**src/rtl/lsu_wb.sv**
```systemverilog
// lsu_wb: load/store and write-back stage.
// Accepts one instruction per handshake from execute, issues at most one
// data-memory transaction for it, aligns/extends load data and drives the
// registered regfile write port. O_ls_addr reports the PC held in the stage.
//
// Handshakes:
//   execute -> stage : transfer when I_valid && O_ready (O_ready is high only
//                      in IDLE and outside reset; it never depends on I_valid).
//   stage -> memory  : O_mem_req is held with stable addr/we/wstrb/wdata until
//                      the cycle I_mem_gnt is seen. A load then waits in RESP
//                      for exactly one I_mem_rvalid. gnt is ignored outside
//                      REQ and rvalid is ignored outside RESP.
module lsu_wb #(
    parameter int DATA_W = 32,
    parameter int REG_AW = 5
) (
    input  logic              clk,
    input  logic              rst,
    input  logic              I_valid,
    output logic              O_ready,
    input  logic [DATA_W-1:0] I_inst_addr,
    input  logic              I_rd_we,
    input  logic [REG_AW-1:0] I_rd_waddr,
    input  logic [DATA_W-1:0] I_alu_res,
    input  logic              I_mem_re,
    input  logic              I_mem_we,
    input  logic [1:0]        I_mem_size,
    input  logic              I_mem_unsigned,
    input  logic [DATA_W-1:0] I_store_data,
    output logic              O_mem_req,
    input  logic              I_mem_gnt,
    output logic [DATA_W-1:0] O_mem_addr,
    output logic              O_mem_we,
    output logic [3:0]        O_mem_wstrb,
    output logic [DATA_W-1:0] O_mem_wdata,
    input  logic              I_mem_rvalid,
    input  logic [DATA_W-1:0] I_mem_rdata,
    output logic              O_rd_we,
    output logic [REG_AW-1:0] O_rd_waddr,
    output logic [DATA_W-1:0] O_rd_wdata,
    output logic [DATA_W-1:0] O_ls_addr,
    output logic              O_misalign,
    output logic [1:0]        O_dbg_state
);

    typedef enum logic [1:0] {
        S_IDLE = 2'd0,
        S_REQ  = 2'd1,
        S_RESP = 2'd2
    } state_t;

    state_t r_state;
    state_t w_state_nxt;

    // Instruction latched at accept
    logic [DATA_W-1:0] r_pc;
    logic              r_inst_rd_we;
    logic [REG_AW-1:0] r_inst_rd;
    logic [DATA_W-1:0] r_ea;
    logic [1:0]        r_size;
    logic              r_unsigned;
    logic [DATA_W-1:0] r_store_data;
    logic              r_is_load;

    // Registered outputs
    logic              r_rd_we;
    logic [REG_AW-1:0] r_rd_waddr;
    logic [DATA_W-1:0] r_rd_wdata;
    logic [DATA_W-1:0] r_ls_addr;
    logic              r_misalign;

    logic              w_accept;
    logic              w_is_mem;
    logic              w_misalign_in;
    logic [7:0]        w_lb;
    logic [15:0]       w_lh;
    logic [DATA_W-1:0] w_load_data;
    logic [3:0]        w_wstrb;
    logic [DATA_W-1:0] w_wdata;

    assign O_ready  = (r_state == S_IDLE) && !rst;
    assign w_accept = I_valid && O_ready;
    assign w_is_mem = I_mem_re || I_mem_we;

    // Half needs ea[0]==0; word (size 2 or 3) needs ea[1:0]==0
    assign w_misalign_in = w_is_mem &&
                           (((I_mem_size == 2'd1) && I_alu_res[0]) ||
                            (I_mem_size[1] && (I_alu_res[1:0] != 2'b00)));

    // Next-state logic
    always_comb begin
        w_state_nxt = r_state;
        case (r_state)
            S_IDLE: if (w_accept && w_is_mem && !w_misalign_in) w_state_nxt = S_REQ;
            S_REQ:  if (I_mem_gnt) w_state_nxt = r_is_load ? S_RESP : S_IDLE;
            S_RESP: if (I_mem_rvalid) w_state_nxt = S_IDLE;
            default: w_state_nxt = S_IDLE;
        endcase
    end

    // State register
    always_ff @(posedge clk) begin
        if (rst) r_state <= S_IDLE;
        else     r_state <= w_state_nxt;
    end

    // Latch the incoming instruction on every accept
    always_ff @(posedge clk) begin
        if (rst) begin
            r_pc         <= '0;
            r_inst_rd_we <= 1'b0;
            r_inst_rd    <= '0;
            r_ea         <= '0;
            r_size       <= 2'd0;
            r_unsigned   <= 1'b0;
            r_store_data <= '0;
            r_is_load    <= 1'b0;
        end else if (w_accept) begin
            r_pc         <= I_inst_addr;
            r_inst_rd_we <= I_rd_we;
            r_inst_rd    <= I_rd_waddr;
            r_ea         <= I_alu_res;
            r_size       <= I_mem_size;
            r_unsigned   <= I_mem_unsigned;
            r_store_data <= I_store_data;
            r_is_load    <= I_mem_re;  // load wins when both re and we are set
        end
    end

    // Load alignment and sign/zero extension from the latched address
    always_comb begin
        w_lb        = I_mem_rdata[{r_ea[1:0], 3'b000} +: 8];
        w_lh        = r_ea[1] ? I_mem_rdata[31:16] : I_mem_rdata[15:0];
        w_load_data = I_mem_rdata;
        case (r_size)
            2'd0:    w_load_data = {{(DATA_W-8){w_lb[7] & ~r_unsigned}}, w_lb};
            2'd1:    w_load_data = {{(DATA_W-16){w_lh[15] & ~r_unsigned}}, w_lh};
            default: w_load_data = I_mem_rdata;
        endcase
    end

    // Store byte enables and lane-replicated data from the latched operands
    always_comb begin
        w_wstrb = 4'b1111;
        w_wdata = r_store_data;
        case (r_size)
            2'd0: begin
                w_wstrb = 4'b0001 << r_ea[1:0];
                w_wdata = {4{r_store_data[7:0]}};
            end
            2'd1: begin
                w_wstrb = r_ea[1] ? 4'b1100 : 4'b0011;
                w_wdata = {2{r_store_data[15:0]}};
            end
            default: begin
                w_wstrb = 4'b1111;
                w_wdata = r_store_data;
            end
        endcase
    end

    // Memory port: driven from latched state only, zero whenever no request
    always_comb begin
        O_mem_req   = 1'b0;
        O_mem_addr  = '0;
        O_mem_we    = 1'b0;
        O_mem_wstrb = 4'b0000;
        O_mem_wdata = '0;
        if (r_state == S_REQ) begin
            O_mem_req  = 1'b1;
            O_mem_addr = {r_ea[DATA_W-1:2], 2'b00};
            if (!r_is_load) begin
                O_mem_we    = 1'b1;
                O_mem_wstrb = w_wstrb;
                O_mem_wdata = w_wdata;
            end
        end
    end

    // Write-back port, misalign pulse and in-stage PC
    always_ff @(posedge clk) begin
        if (rst) begin
            r_rd_we    <= 1'b0;
            r_rd_waddr <= '0;
            r_rd_wdata <= '0;
            r_ls_addr  <= '0;
            r_misalign <= 1'b0;
        end else begin
            r_rd_we    <= 1'b0;
            r_misalign <= 1'b0;
            // PC stays visible through the completion cycle of a memory op
            if (r_state != S_IDLE)
                r_ls_addr <= r_pc;
            else if (w_accept && !w_misalign_in)
                r_ls_addr <= I_inst_addr;
            else
                r_ls_addr <= '0;

            if (w_accept && !w_is_mem) begin
                r_rd_we    <= I_rd_we && (I_rd_waddr != '0);
                r_rd_waddr <= I_rd_waddr;
                r_rd_wdata <= I_alu_res;
            end else if (w_accept && w_misalign_in) begin
                r_misalign <= 1'b1;
            end else if ((r_state == S_RESP) && I_mem_rvalid) begin
                r_rd_we    <= r_inst_rd_we && (r_inst_rd != '0);
                r_rd_waddr <= r_inst_rd;
                r_rd_wdata <= w_load_data;
            end
        end
    end

    assign O_rd_we     = r_rd_we;
    assign O_rd_waddr  = r_rd_waddr;
    assign O_rd_wdata  = r_rd_wdata;
    assign O_ls_addr   = r_ls_addr;
    assign O_misalign  = r_misalign;
    assign O_dbg_state = r_state;

endmodule

```
**config.mk**
```make
export PLATFORM = sky130hd
export DESIGN_NAME = lsu_wb
export DESIGN_NICKNAME = d
export VERILOG_FILES = /design/src/rtl/lsu_wb.sv
export SDC_FILE = /design/constraint.sdc
export NUM_CORES = 1
export LEC_CHECK = 0
export BUFFER_PORTS_ARGS = -buffer_cell sky130_fd_sc_hd__buf_2
export CORE_UTILIZATION = 40
export CTS_BUF_LIST = sky130_fd_sc_hd__clkbuf_4
export DETAILED_ROUTE_END_ITERATION = 6
export PLACE_DENSITY = 0.78
export SETUP_SLACK_MARGIN = 0.2
export SYNTH_ARGS = -nofsm -noshare
export SYNTH_HDL_FRONTEND = slang
export SYNTH_SLANG_ARGS = --single-unit
```
**constraint.sdc**
```tcl
create_clock -name clk -period 1.7 [get_ports clk]
set_input_delay 0.085 -clock clk [delete_from_list [all_inputs] [get_ports clk]]
set_output_delay 0.085 -clock clk [all_outputs]
set_load 0.02 [all_outputs]
```
# [After elaboration in Yosys (flattened, before gate mapping)]
# Index checks and enable logic that the tools add are counted.
[classes] n_mul=0 n_lt_le_gt_ge=0 mux=30 div_mod_pow=0 bitwise=3 reduce_logical=28 shifts=2 eq_ne=8 add_sub_neg=0
[op_table] operator="two-way mux 32 bit" count=8
[op_table] operator="one-hot mux 32 bit (2 select lines)" count=2
[op_table] operator="variable part select 32 x 6 -> 8 bit" count=1
[op_table] operator="two-way mux 16 bit" count=1
[op_table] operator="two-way mux 5 bit" count=3
[op_table] operator="logical AND 1 bit" count=13
[op_table] operator="two-way mux 4 bit" count=3
[op_table] operator="nonzero test 5 bit" count=2
[op_table] operator="two-way mux 2 bit" count=4
[op_table] operator="one-hot mux 4 bit (2 select lines)" count=1
[op_table] operator="two-way mux 1 bit" count=7
[op_table] operator="== test 2 x 1 -> 1 bit (second input constant)" count=3
[op_table] operator="inequality test 2 bit (second input constant)" count=3
[op_table] operator="one-hot mux 2 bit (3 select lines)" count=1
[op_table] operator="nonzero test 2 bit" count=3
[op_table] operator="logical NOT 2 bit" count=2
[op_table] operator="left shift 1 x 2 -> 4 bit (first input constant)" count=1
[op_table] operator="logical NOT 1 bit" count=3
[op_table] operator="AND reduction 3 bit" count=1
[op_table] operator="bitwise AND 1 bit" count=2
[op_table] operator="== test 2 bit (second input constant)" count=1
[op_table] operator="logical OR 1 bit" count=2
[op_table] operator="inequality test 2 x 1 -> 1 bit (second input constant)" count=1
[op_table] operator="AND reduction 2 bit" count=1
[op_table] operator="2 further kinds" count=2
[word_totals] mem_count=0 inputBits=144 word_cells=85 romBits=0 ramBits=0 out_inout_bits=144 reg_bits=179 latchBits=0

# [Logic depth before layout (Yosys ltp)]
# Gate-level depths: netlist of run 1.
[depth] word_depth=8 ltp_mapped=7 depth_no_buf=4

# [Worst setup path before layout of run 1]
# Ideal clock, no wire load.
[synth_timing] path_type="reg2out" startpoint="register r_state[0] (netlist: O_dbg_state[0])" endpoint="output O_mem_wdata[15]" required_time_ns=1.615 n_path_buf=3 arrival_ns=1.833 path_slack_ns=-0.218 path_stages_with_launch=7 path_cell_list="dfxtp_1 -> buf_2 -> nor2b_1 -> nand2b_1 -> clkbuf_1 -> clkbuf_1 -> a21oi_1"
[synth_via] elab_chain_len=2
[synth_lines] item="start, declared" line_no="52" rtl="state_t r_state;"
[synth_lines] item="start signal, assigned" line_no="104" rtl="else r_state <= w_state_nxt;"
[synth_lines] item="== test 2 x 1 -> 1 bit" line_no="169" rtl="if (r_state == S_REQ) begin"
[synth_lines] item="two-way mux 32 bit" line_no="169"
[synth_lines] item="end, declared" line_no="35" rtl="output logic [DATA_W-1:0] O_mem_wdata,"
# Every way passes these cells.

# [Worst setup path after layout of run 1]
# Same ends and word-level chain as after synthesis.

==> results of run 1 <==
==> state kept, by name (all words and copies together), names as in the netlist, 5 cells and up <==
| register | count |
|---|---|
| r_ea | 32 |
| O_rd_wdata | 32 |
| r_store_data | 32 |
| O_rd_waddr | 5 |
| r_inst_rd | 5 |
| O_ls_addr | 32 |
| r_pc | 32 |
==> power breakdown <==
part / leakage, nW / internal [W] / total, W / switching (W)
Clock: 0.158 / 0.000703 / 0.00256 / 0.00186
Sequential: 1.47 / 0.00444 / 0.00461 / 0.000174
Combinational: 4.56 / 0.00123 / 0.00250 / 0.00127
Total: 6.19 / 0.00637 / 0.00967 / 0.00330
==> worst register-to-register path, stage by stage (launching register included) <==
cell and delay [ns]:
dfxtp_4 0.38, buf_4 0.13, or4b_4 0.56, buf_6 0.16, buf_8 0.14, o22ai_1 0.14, a21boi_2 0.19, a311oi_2 0.04
==> cell families (layout without fill, tap and decap cells) <==
| logic type | after synthesis | in the layout | synth area share [%] |
|---|---|---|---|
| buffers and inverters | 92 | 572 | 5.080 |
| AND/OR/NAND/NOR | 468 | 469 | 27.76 |
| AO/OA/AOI/OAI | 221 | 221 | 19.17 |
| flip-flops | 179 | 179 | 43.95 |
| other | 1 | 5 | 0.04600 |
| multiplexers | 31 | 31 | 3.990 |
==> synthesized netlist by cell type, types with 3 or more instances <==
library cell,count,share of area (%)
a211oi_1,6,0.55
a21oi_1,66,4.1
a221o_1,7,0.86
a221oi_1,7,0.75
a221oi_2,16,2.9
a22o_1,31,3.3
a31oi_1,8,0.61
and2_1,40,3.1
buf_1,15,0.69
buf_2,22,1.4
buf_4,3,0.28
buf_6,4,0.55
clkbuf_1,45,2.1
dfxtp_1,179,44
mux2i_1,28,3.4
nand2_1,279,13
nand2b_1,3,0.23
nand3b_1,84,7.7
nor2_1,44,2.0
o21a_1,8,0.74
o21ai_0,43,2.6
o21ai_1,7,0.43
o31ai_1,9,0.83
==> cell type report <==
class	count	area [um2]
timing repair buffer	537	4797
multi-input combinational	723	4861
sequential	179	3600
fill	1371	5796
antenna	3	7.507
inverter	3	16.27
tap	265	331.6
clock buffer	17	127.6
clock inverter	15	181.4
==> metal layers <==
metal / share of wire, % / routed length, um / global-route usage, % / up-vias
met4: 5.4 / 1884 / 16.29 / 2
met2: 48 / 16730 / 51.75 / 604
met5: 0.023 / 8 / 0 / -
li1: - / - / - / 4362
met3: 8.8 / 3083 / 8.161 / 163
met1: 38 / 13440 / 34.90 / 4501
==> metrics by stage <==
stage / total power (W) / worst slack (ns)
floorplan: 0.005650 / 0.04845
global placement: 0.006224 / 0.01831
detailed placement: 0.006248 / 0.009970
CTS: 0.009384 / -0.2742
global route: 0.01004 / -0.3843
finish: 0.009669 / -0.3077
==> worst max path at each step <==
stage,to,slack (ns),depth (start not counted)
detailed placement,O_rd_wdata[25],0.01,5
floorplan,O_rd_wdata[22],0.05,5
finish,O_mem_wdata[15],-0.31,6
global placement,O_rd_wdata[10],0.02,5
global route,O_mem_wdata[15],-0.38,6
CTS,O_mem_wdata[15],-0.27,6
==> timing repair <==
action                     CTS  global route
setup endpoints to repair  241           247
pin swaps                   40            22
setup buffers               21             8
hold endpoints to repair   179             0
gates cloned                15            14
resized for setup          187            88
hold buffers               141             0
==> results.md, run 1 <==
* Outcome: finished with violations
* Failing checks: design-rule violations, negative setup slack
* # H-tree levels at 4
* Setup crit end kind: output pin
* Cells after DPL at 1508
* YS warnings at 0
* Max-cap violations at 0
* Antenna violations before repair at 4
* Worst EP arrival at 1.92 ns
* FF+latch count, synth at 179
* Vias in the first global route at 9170
* First-pass GRT wire length at 48670 um
* Fin nets at 1605
* Clk sinks at 179
* Mean Syn Cell Area at 8.219 um2
* Area Growth Syn to Fin at 70.76%
* Critical path buffers and inverters at 3
* Worst r2r dst: O_rd_wdata[7]
* Top-level port count at 288
* Max Fclk at 0.4981 GHz
* Minimum clock period at 2.008 ns
* Most frequent CP cell: buf_6
* Core area at 19720 um2
* Final GP Congestion at 0.9428
* Post-Synthesis Cell Area at 8153 um2
* Critical path origin: O_dbg_state[0]
* Starting Density at 41.35%
* Clk_skew at 0.04223 ns
* Post-route cell area at 13920 um2
* CP max stage delay at 0.39 ns
* Worst r2r src: O_dbg_state[0]
* Synth unique cells at 50
* Remaining Overflow, GRT at 0
* Worst Reg-to-Reg Cells at 7
* Primary FF master, synth: dfxtp_1
* DR iter-0 viols at 1017
* Final wirelength at 35150 um
* DPL Wire Length at 19270 um
* Hold depth at 5
* Die area at 20960 um2
* HP Start: I_mem_we
* Worst-path clk slew at 0.20 ns
* Post-route antenna net violation count at 0
* Peak VDD IR at 427.7 uV
* Relative slew margins at 40.27%
* Bufs on Longest Clock Path at 2
* Post-DP Area at 10280 um2
* Vias at 9632
* Sequential share of the synthesized area at 43.95%
* Tcrit/Tclk final at 118.1%
* Post-synth EDFFs at 0
* Die H at 144.8 um
* WL/cell at 20.18 um
* Final TNS setup at -26.48 ns
* Tightest Pin Transition at 0.8959 ns
* Hold Path End: O_rd_waddr[4]
* Fin worst setup slack at -0.3077 ns
* Hold Path Class: in2reg
* Clk Latency, worst-skew pair at 0.60 ns
* # setup viols final at 215
* Core Util, Final at 70.61%
* Crit-path cells: buf_6, nor2b_4, nand2b_4, buf_6, a21oi_4, buf_6
* Lkg Pwr at 6.186 nW
* RSZ-0062 raised after global routing: true
* Cells after Synth at 992
* GRT Total Usage at 30.48%
* Slew Viols, Final at 0
* Largest delay contributor family on the critical path: buffers and inverters
* CTS buffer count at 17
* Path type of the worst setup path: reg2out
* DRT Pass-1 Iters at 7
* Die width at 144.8 um
* Commonest non-fill, non-tap cell in the layout: buf_2
* Fraction of layout cells with a size suffix above 1 at 39.89%
* Root buffer cell: clkbuf_4
* Input/output buffers at 285
* PwrDens at 694.5 nW/um2
* Non-Filler Instances at 1742
* R2r setup slk at -0.20 ns
* Slowest-stage cell, CP: dfxtp_4
* Remaining routing DRC violations at 16
* Hold WS at 0.02479 ns
* DR vias/cell at 5.529
* Commonest non-fill, non-tap cells in the layout: 246 x buf_2, 243 x nand2_1, 174 x dfxtp_1
* CTS tree: built
* Std-Cell Rows at 51
* CP max FO at 6
* Largest net degree at the start of global routing at 77
* WP data required at 1.62 ns
* Final Hold Fails at 0
* Worst setup SP type: flip-flop
* FFs w/ async S/R, synth at 0%
No activity file was read; power rests on OpenSTA's default activity.
==> inputs of run 2 (changes only) <==
- CORE_UTILIZATION: 40 -> 47
- PLACE_DENSITY: 0.78 -> 0.88
==> results.md, run 2 <==
* Final GP Congestion at 0.9336
* Cells after DPL at 1456
* Top area cells in the synthesized netlist: dfxtp_1 44%, nand2_1 13%, nand3b_1 7.7%
* Std-Cell Rows at 47
* Top-level port count at 288
* Primary FF master, synth: dfxtp_1
* Cells after Synth at 992
* Post-synth EDFFs at 0
* Post-Synthesis Cell Area at 8153 um2
* Sequential share of the synthesized area at 43.95%
* Stage reached: global routing (5_1_grt)
* Setup WS pre-CTS at 0.01784 ns
* # H-tree levels at 4
* Synth cell count leaders: 279 x nand2_1, 179 x dfxtp_1, 84 x nand3b_1, 66 x a21oi_1, 45 x clkbuf_1
* Complex-gate fraction of the synthesized area at 19.17%
* Die width at 133.7 um
* Synth unique cells at 50
* Area leader, netlist: dfxtp_1
* Input/output buffers at 285
* Adder-cell share of the synthesized area at 0%
* Synth top area share at 43.95%
* Worst Endpoint after GRT Repair: O_mem_wdata[30]
* Die H at 133.7 um
* Post-synthesis simple-gate area fraction at 27.76%
* Largest net degree at the start of global routing at 152
* DPL Wire Length at 18500 um
* Count leader, synth: nand2_1
* GRT Total Usage at 88.07%
* FF+latch count, synth at 179
* Mux share of post-synthesis cell area at 3.990%
* CTS buffer count at 17
* Outcome: stopped before the end
* Root buffer cell: clkbuf_4
* Post-synthesis xor/xnor area fraction at 0%
* Clk sinks at 179
* YS warnings at 0
* Worst endpoint type: primary output
* Mean Syn Cell Area at 8.219 um2
* Remaining Overflow, GRT at 597
* Err: [ERROR GRT-0232] Routing congestion too high. Check the congestion heatmap in the GUI.
* Largest family of logic cells by synthesized area: simple AND/OR/NAND/NOR gates
* Starting Density at 48.65%
* Post-DP Area at 10150 um2
* Bufs on Longest Clock Path at 2
* FFs w/ async S/R, synth at 0%
==> run 2: cells by family after synthesis <==
logic type / after synthesis
multiplexers: 31
AO/OA/AOI/OAI: 221
other: 1
buffers and inverters: 92
AND/OR/NAND/NOR: 468
flip-flops: 179
==> run 2: metal layers <==
metal | GRT overflow | GRT usage, %
met1 | 5 | 83.39
met2 | 422 | 108.9
met3 | 4 | 70.09
met4 | 166 | 102.7
met5 | 0 | 8.333
==> run 2: stage by stage <==
stage	utilization [%]	hold WS [ns]	TNS, ns
after floorplan	-	0.1840	0
after detailed placement	60.55	0.2771	0
after CTS	84.86	0.03923	-25.19
after global placement	60.55	0.2742	0
==> run 2: timing repair <==
item / 4_1_cts
hold buffers: 142
gates cloned: 36
pin swaps: 36
hold endpoints to repair: 179
setup buffers: 43
gates resized for setup: 326
endpoints found under the setup margin: 228
==> inputs of run 3 (changes only) <==
- CORE_UTILIZATION: 47 -> 40
- CTS_BUF_LIST: sky130_fd_sc_hd__clkbuf_4 -> not set
- PLACE_DENSITY: 0.88 -> not set
- PLACE_DENSITY_LB_ADDON: not set -> 0.15
- SETUP_SLACK_MARGIN: 0.2 -> not set
- clock period: 1.7 -> 2.21 ns (I/O delays scaled with it)
==> results.md, run 3 (same netlist as run 1, synthesis figures left out) <==
* Die width at 144.8 um
* Vias in the first global route at 7969
* Post-route antenna net violation count at 0
* Top-level port count at 288
* Setup crit end kind: output pin
* Met3 routed WL at 1692 um
* WL/cell at 16.66 um
* CP max FO at 28
* GRT Total Usage at 25.90%
* Hold Path Class: in2reg
* Lkg Pwr at 5.334 nW
* Path type of the worst setup path: reg2out
* RSZ-0062 raised after global routing: false
* Worst-path clk slew at 0.08 ns
* First-pass GRT wire length at 41830 um
* Antenna violations before repair at 2
* Area Growth Syn to Fin at 43.40%
* Core Util, Final at 59.29%
* Peak VDD IR at 512.7 uV
* Worst EP arrival at 1.99 ns
* # setup viols final at 0
* Final GP Congestion at 0.8880
* Tightest Pin Transition at 1.000 ns
* Clk sinks at 179
* Max Fclk at 0.4762 GHz
* Commonest non-fill, non-tap cell in the layout: buf_2
* Relative slew margins at 32.76%
* Fraction of layout cells with a size suffix above 1 at 27.56%
* Die H at 144.8 um
* Remaining routing DRC violations at 0
* M1 WL at 12180 um
* Clk Latency, worst-skew pair at 0.44 ns
* Bufs on Longest Clock Path at 2
* Input/output buffers at 285
* Final wirelength at 27340 um
* Post-DP Area at 9819 um2
* # H-tree levels at 4
* Post-route cell area at 11690 um2
* Largest net degree at the start of global routing at 152
* WP data required at 2.10 ns
* Fin nets at 1506
* Fillers at 1791
* DRT Pass-1 Iters at 5
* Std-Cell Rows at 51
* Top Layer Used: met5
* Minimum clock period at 2.100 ns
* Max-cap violations at 0
* Worst setup SP type: flip-flop
* CTS buffer count at 17
* Final Hold Fails at 0
* Vias at 8422
* Starting Density at 41.35%
* Die area at 20960 um2
* Clk_skew at 0.01001 ns
* Core area at 19720 um2
* Slew Viols, Final at 0
* PwrDens at 680.6 nW/um2
* Root buffer cell: clkbuf_16
* DR vias/cell at 5.132
* CTS tree: built
* Outcome: finished, final reports clean
* Final TNS setup at 0 ns
* WL met2 at 12410 um
* Remaining Overflow, GRT at 0
* Tcrit/Tclk final at 95.03%
* Total Power at 0.007957 W
* DR iter-0 viols at 572
* Commonest non-fill, non-tap cells in the layout: 284 x buf_2, 279 x nand2_1, 178 x dfxtp_1
* DPL Wire Length at 18070 um
-- run 3: stage by stage --
stage / instances / setup slack, ns / hold slack [ns]
after detailed placement: 1485 / 0.3952 / 0.2962
after global routing: 1640 / 0.001887 / 0.03869
after floorplan: 993 / 0.2668 / 0.2095
final: 1641 / 0.1099 / 0.03411
after global placement: 1485 / 0.4100 / 0.2938
after CTS: 1640 / 0.06182 / 0.02333
-- run 3: final cells by class --
| type | count | area, um2 | share of cell area (%) |
|---|---|---|---|
| multi-input cells | 722 | 4174 | 35.70 |
| inverters | 3 | 11.26 | 0.09632 |
| well taps | 265 | 331.6 | 2.836 |
| diodes | 1 | 2.502 | 0.02140 |
| clock buffers | 17 | 425.4 | 3.639 |
| clock inverters | 15 | 206.4 | 1.766 |
| flip-flops and latches | 179 | 3585 | 30.66 |
| repair buffers | 439 | 2955 | 25.28 |
-- run 3: metal layers --
metal	vias up	track usage, %
met2	352	40.49
met5	-	0
met3	83	6.022
met4	2	11.91
met1	3843	33.76
li1	4142	-
-- run 3: worst paths after layout --
kind                  start             end  slack, ns  depth (start not counted)
max          O_dbg_state[0]  O_mem_wdata[0]       0.11                          7
max reg2reg       r_size[0]   O_rd_wdata[9]       0.32                          4
min            I_mem_rvalid  O_dbg_state[1]       0.03                          4
min reg2reg        r_pc[19]        r_pc[19]       0.46                          2
-- run 3: where the power goes --
| part | total [W] | internal (W) | switching [W] |
|---|---|---|---|
| sequential | 0.00353 | 0.00341 | 0.000119 |
| clock | 0.00314 | 0.00156 | 0.00158 |
| combinational | 0.00129 | 0.000575 | 0.000710 |
-- run 3: worst max-delay path: stages (launching register included) --
cell and delay (ns):
dfxtp_1 0.32, buf_4 0.17, nor2b_2 0.16, nand2b_1 0.07, buf_4 0.31, inv_2 0.15
and2_1 0.20, buf_2 0.16
-- run 3: timing repair --
| item | 4_1_cts | 5_1_grt |
|---|---|---|
| hold buffers | 123 | 0 |
| buffers inserted | 0 | 0 |
| endpoints found under the setup margin | 0 | 4 |
| hold endpoints to repair | 169 | 0 |
| resized for setup | 0 | 2 |
